$ cat config.mk
export PLATFORM = sky130hd
export DESIGN_NAME = seg7_scan_ctrl
export DESIGN_NICKNAME = d
export VERILOG_FILES = /design/src/rtl/seg7_pkg.sv /design/src/rtl/seg7_tick_gen.sv /design/src/rtl/seg7_scan_ctrl.sv
export SDC_FILE = /design/constraint.sdc
export NUM_CORES = 1
export LEC_CHECK = 0
export BUFFER_PORTS_ARGS = -buffer_cell sky130_fd_sc_hd__buf_2
export CORE_MARGIN = 5
export CORE_UTILIZATION = 54
export CTS_CLUSTER_DIAMETER = 60
export DETAILED_ROUTE_END_ITERATION = 16
export GPL_TIMING_DRIVEN = 0
export PLACE_DENSITY_LB_ADDON = 0.3
export SYNTH_ARGS = -nofsm -noshare
export SYNTH_HDL_FRONTEND = slang
export SYNTH_SLANG_ARGS = --single-unit
$ cat constraint.sdc
create_clock -name clk -period 3 [get_ports clk]
set_clock_uncertainty 0.05 [all_clocks]
set_input_delay 0 -clock clk [delete_from_list [all_inputs] [get_ports clk]]
set_output_delay 0 -clock clk [all_outputs]
set_load 0.005 [all_outputs]
$ cat src/rtl/seg7_pkg.sv
// rtl/seg7_pkg.sv - shared types, widths and parameter defaults for the 7-segment scan controller
package seg7_pkg;

    typedef enum logic [1:0] {
        IDLE  = 2'd0,
        SCAN  = 2'd1,
        BLANK = 2'd2
    } scan_state_t;

    localparam int SEG_CODE_W     = 3;
    localparam int DEF_NUM_DIGITS = 4;
    localparam int DEF_PRESCALE   = 50000;

endpackage

$ cat src/rtl/seg7_tick_gen.sv
// rtl/seg7_tick_gen.sv - slot prescaler: one-cycle tick every PRESCALE cycles while run is high
module seg7_tick_gen
    import seg7_pkg::*;
#(
    parameter int PRESCALE = DEF_PRESCALE
) (
    input  logic clk,
    input  logic rst_n,
    input  logic run,
    output logic tick
);

    localparam int            CW       = $clog2(PRESCALE);
    localparam logic [CW-1:0] LAST_CNT = CW'(PRESCALE - 1);

    logic [CW-1:0] r_count;
    logic          w_at_last;

    assign w_at_last = (r_count == LAST_CNT);
    assign tick      = run && w_at_last;

    // Dropping run clears the count so every restart begins a full slot
    always_ff @(posedge clk or negedge rst_n) begin
        if (!rst_n) begin
            r_count <= '0;
        end else if (!run || w_at_last) begin
            r_count <= '0;
        end else begin
            r_count <= r_count + 1'b1;
        end
    end

endmodule

$ cat src/rtl/seg7_scan_ctrl.sv
// rtl/seg7_scan_ctrl.sv - multiplexed 7-segment digit scanner with frame-aligned double buffering (option: SEG7_BLANK_GAP_EN)
module seg7_scan_ctrl
    import seg7_pkg::*;
#(
    parameter int NUM_DIGITS = DEF_NUM_DIGITS,
    parameter int PRESCALE   = DEF_PRESCALE
) (
    input  logic                             clk,
    input  logic                             rst_n,
    input  logic                             enable,
    input  logic                             load_valid,
    input  logic [SEG_CODE_W*NUM_DIGITS-1:0] load_data,
    output logic                             load_ready,
    output logic [SEG_CODE_W-1:0]            enc_sel,
    output logic [NUM_DIGITS-1:0]            digit_en,
    output logic                             frame_done
);

    localparam int            IW       = $clog2(NUM_DIGITS);
    localparam int            DW       = SEG_CODE_W * NUM_DIGITS;
    localparam logic [IW-1:0] LAST_IDX = IW'(NUM_DIGITS - 1);

    scan_state_t           r_state;
    logic [IW-1:0]         r_index;
    logic [DW-1:0]         r_disp;
    logic [DW-1:0]         r_pend;
    logic                  r_pend_full;
    logic [NUM_DIGITS-1:0] r_digit_en;
    logic [SEG_CODE_W-1:0] r_enc_sel;

    scan_state_t           w_state_nxt;
    logic [IW-1:0]         w_index_nxt;
    logic [DW-1:0]         w_disp_nxt;
    logic [NUM_DIGITS-1:0] w_digit_en_nxt;
    logic [SEG_CODE_W-1:0] w_enc_sel_nxt;
    logic                  w_run;
    logic                  w_tick;
    logic                  w_boundary;
    logic                  w_xfer;
    logic                  w_apply;

    // Prescaler runs only while staying out of IDLE, so it is zero on every entry to SCAN
    assign w_run = enable && (r_state != IDLE);

    seg7_tick_gen #(
        .PRESCALE (PRESCALE)
    ) u_tick_gen (
        .clk   (clk),
        .rst_n (rst_n),
        .run   (w_run),
        .tick  (w_tick)
    );

    assign w_boundary = w_tick && (r_state == SCAN) && (r_index == LAST_IDX);
    assign w_xfer     = load_valid && !r_pend_full;
    // Uses pending_full from before the edge, so a boundary-coincident load waits a frame
    assign w_apply    = r_pend_full && ((r_state == IDLE) || w_boundary);
    assign w_disp_nxt = w_apply ? r_pend : r_disp;

    always_comb begin
        w_state_nxt    = r_state;
        w_index_nxt    = r_index;
        w_digit_en_nxt = '0;
        w_enc_sel_nxt  = '0;
        case (r_state)
            IDLE: begin
                w_index_nxt = '0;
                if (enable) begin
                    w_state_nxt = SCAN;
                end
            end
            SCAN: begin
                if (!enable) begin
                    w_state_nxt = IDLE;
                    w_index_nxt = '0;
                end else if (w_tick) begin
                    w_index_nxt = (r_index == LAST_IDX) ? '0 : r_index + 1'b1;
`ifdef SEG7_BLANK_GAP_EN
                    w_state_nxt = BLANK;
`endif
                end
            end
`ifdef SEG7_BLANK_GAP_EN
            BLANK: begin
                if (!enable) begin
                    w_state_nxt = IDLE;
                    w_index_nxt = '0;
                end else if (w_tick) begin
                    w_state_nxt = SCAN;
                end
            end
`endif
            default: begin
                w_state_nxt = IDLE;
                w_index_nxt = '0;
            end
        endcase
        // Outputs are registered from next-state values so they align with the state register
        if (w_state_nxt == SCAN) begin
            w_digit_en_nxt = NUM_DIGITS'(1) << w_index_nxt;
            w_enc_sel_nxt  = w_disp_nxt[w_index_nxt*SEG_CODE_W +: SEG_CODE_W];
        end
    end

    always_ff @(posedge clk or negedge rst_n) begin
        if (!rst_n) begin
            r_state    <= IDLE;
            r_index    <= '0;
            r_digit_en <= '0;
            r_enc_sel  <= '0;
        end else begin
            r_state    <= w_state_nxt;
            r_index    <= w_index_nxt;
            r_digit_en <= w_digit_en_nxt;
            r_enc_sel  <= w_enc_sel_nxt;
        end
    end

    always_ff @(posedge clk or negedge rst_n) begin
        if (!rst_n) begin
            r_disp      <= '0;
            r_pend      <= '0;
            r_pend_full <= 1'b0;
        end else begin
            r_disp <= w_disp_nxt;
            if (w_xfer) begin
                r_pend      <= load_data;
                r_pend_full <= 1'b1;
            end else if (w_apply) begin
                r_pend_full <= 1'b0;
            end
        end
    end

    assign load_ready = !r_pend_full;
    assign digit_en   = r_digit_en;
    assign enc_sel    = r_enc_sel;
    assign frame_done = w_boundary;

endmodule

==> impl_metrics.yaml <==
final_layout:
  area_delta_synth_final_pct: 18.7
  ff_latch_area_sq_um: 1300
  fin_nets: 253
  mostFrequentLayoutCells: "dfrtp_1, buf_2, nor2_1"
  multiInputGateArea_sq_um: 921
  antennaDiodeCount: 0
  final_util_pct: 67.2
  drive_gt1_share_pct: 22.5
  final_cells: 286
  fill_cells: 317
  layout_commonest_cell: "dfrtp_1"
clocking:
  cts_tree: "yes"
  clkTransAtPathRegs_ns: 0.09
  cts_sinks: 52
  cts-buffers-inserted: 5
  htreeDepth: 2
  cts_root_buffer: "clkbuf_8"
  cts_buffer_depth: 2
  cts.repair.resized: 0
  clk_latency_ns: 0.31
logic_synthesis:
  synth.top_cell.area_share_pct: 56.6
  synth_edf_count: 0
  synth_nets: 207
  synth_ff_type: "dfrtp_1"
  syn_area_per_cell_sq_um: 12.2
  synthArstFlopShare_pct: 100
  synthCells: 189
  yosys_warnings: 0
  ys_types: 40
  synthesis.area_sq_um: 2300
  synth_seq_area_share_pct: 56.6
  yosysTopAreaCell: "dfrtp_1"
  ys_ff_latch: 52
  synthTopCellsByArea: "dfrtp_1, mux2_2, nor2_1, mux2i_1, xor2_1"
worst_setup_path:
  rrSetupSlack_ns: 0.56
  critical-path-top-delay-family: "compound AO/OA/AOI/OAI gates"
  max_stage_delay_ns: 0.39
  cp_slowest_cell: "mux2i_1"
  endpoint_kind: "register"
  critPathBufInv: 2
  cp_cell_sequence: "ha_1 > and3_1 > clkbuf_1 > and4_4 > buf_6 > mux2i_1 > o221ai_1 > a221oi_1"
  crit_type: "register to register"
  crit_path_start_kind: "register"
  crit_fanout: 7
  required_ns: 3.15
  arrival_ns: 2.60
run_status:
  status: "completed"
detailed_routing:
  via_count: 1520
  wirelength_microns: 4100
  drtIter0Drc: 86
  drt_pre_antenna_iters: 4
  post_drt_wl_per_cell_microns: 14.3
  drc: 0
  drtAntennaViolNets: 0
  viasPerCell: 5.31
global_routing:
  grt-ovfl-total: 0
  grt_pass1_wl_microns: 6870
  grt_max_degree: 53
  grt_antenna_before_repair: 0
  grt_pass1_vias: 1480
  grt_use_total_pct: 16.4
placement:
  dp_hpwl_microns: 2800
  placedCellCount: 263
  place.gp.congestion: 0.790
  io_buffers: 24
run:
  maxCapViolCount: 0
sta:
  max_freq_ghz: 0.409
  setup_viol_count_final: 0
  rsz0062_at_grt: "no"
  worst_slew_pin_slew_ns: 1.13
  min_period_over_period_pct: 81.5
  maxSlewViolCount: 0
  hold_viol_final: 0
  fin_worst_hold_slack_ns: 0.396
  layout_min_cycle_time_ns: 2.44
  fin_tns_setup_ns: 0
  maxSlewHeadroom_pct: 24.5
floorplan:
  die_h_microns: 75.2
  dieArea_sq_um: 5660
  core_sq_um: 4060
  die_w_microns: 75.2
  start_util_pct: 56.6
  rows: 23
  boundaryPins: 25
power:
  ir_drop_v: 0.000383
  powerDensity_nw_per_um2: 561
  p_leak_nw: 1.32
hold_path:
  min_path_type: "input pin to async pin"
-- stage by stage --
step	power [mW]	setup slack, ns	cell area, sq um
after CTS	1.55	0.576	2730
after global placement	1.10	0.657	2480
after floorplan	1.04	0.914	2300
after global routing	1.62	0.323	2730
final	1.53	0.555	2730
after detailed placement	1.12	0.601	2480
-- registers in the layout, indices dropped and copies added, names as in the netlist --
name / count
digit_en: 4
enc_sel: 3
r_disp: 12
r_index: 2
r_pend: 12
r_pend_full: 1
r_state: 2
u_tick_gen.r_count: 16
-- layer usage --
| layer | routed length (microns) | global-route usage (%) |
|---|---|---|
| met1 | 2000 | 22.6 |
| met2 | 1850 | 25.1 |
| met3 | 189 | 5.21 |
| met4 | 51 | 5.05 |
| met5 | 0 | 0 |
-- cells by family after synthesis --
logic type | Yosys count | share of synthesized area [%]
buffers and inverters | 16 | 3.32
other | 1 | 0.163
and+or+nand+nor | 64 | 15.6
muxes | 26 | 12.3
xor gates and xnor gates | 14 | 5.33
adders and majority gates | 2 | 1.09
DFF | 52 | 56.6
AOI/OAI and AO/OA | 14 | 5.55
-- worst register-to-register path, cell delays in order (launching register included) --
cell and delay [ns]:
dfrtp_1 0.38, ha_1 0.19, and3_1 0.15, clkbuf_1 0.29, and4_4 0.29, buf_6 0.12, mux2i_1 0.39, o221ai_1 0.24
a221oi_1 0.25
-- path summary, 6_finish.rpt --
check,from,endpoint,cells past startpoint
worst max-delay path,u_tick_gen.r_count[0]$_DFF_PN0_,enc_sel[2]$_DFF_PN0_,8
worst min-delay path,rst_n,u_tick_gen.r_count[6]$_DFF_PN0_,2
worst max register to register,u_tick_gen.r_count[0]$_DFF_PN0_,enc_sel[2]$_DFF_PN0_,8
worst min register to register,u_tick_gen.r_count[0]$_DFF_PN0_,u_tick_gen.r_count[0]$_DFF_PN0_,1
max in group asynchronous,rst_n,r_disp[2]$_DFF_PN0_,2
min in group clk,load_data[11],r_pend[11]$_DFFE_PN0P_,3
-- final cells by class --
| class | count | share of cell area, % |
|---|---|---|
| Inverter | 11 | 1.51 |
| Multi-Input combinational cell | 121 | 33.8 |
| Buffer | 5 | 1.28 |
| Clock buffer | 6 | 3.03 |
| Timing Repair Buffer | 39 | 9.91 |
| Tap cell | 50 | 2.29 |
| Clock inverter | 2 | 0.505 |
| Sequential cell | 52 | 47.7 |
-- cell usage after synthesis, drive strengths merged, types with 3 or more instances --
| cell type | count |
|---|---|
| a221oi | 3 |
| o221ai | 3 |
| xnor2 | 6 |
| nand3 | 6 |
| nand4 | 4 |
| nand2 | 6 |
| xor2 | 8 |
| mux2i | 8 |
| nor2b | 3 |
| nor2 | 22 |
| inv | 11 |
| nor3 | 5 |
| and3 | 5 |
| dfrtp | 52 |
| a21oi | 3 |
| buf | 3 |
| mux2 | 18 |
-- report_power, final --
group	internal [mW]	leakage (nW)	switching, mW
registers	0.831	0.662	0.0590
logic	0.121	0.603	0.104
clock network	0.189	0.0516	0.227
total	1.14	1.32	0.390
-- repair_timing --
action                                  CTS  global route
endpoints found under the setup margin    0             0
hold endpoints to repair                 67             0
hold buffers                             15             0
setup buffers                             0             0
Note: power is estimated with default switching activity, not from simulation.
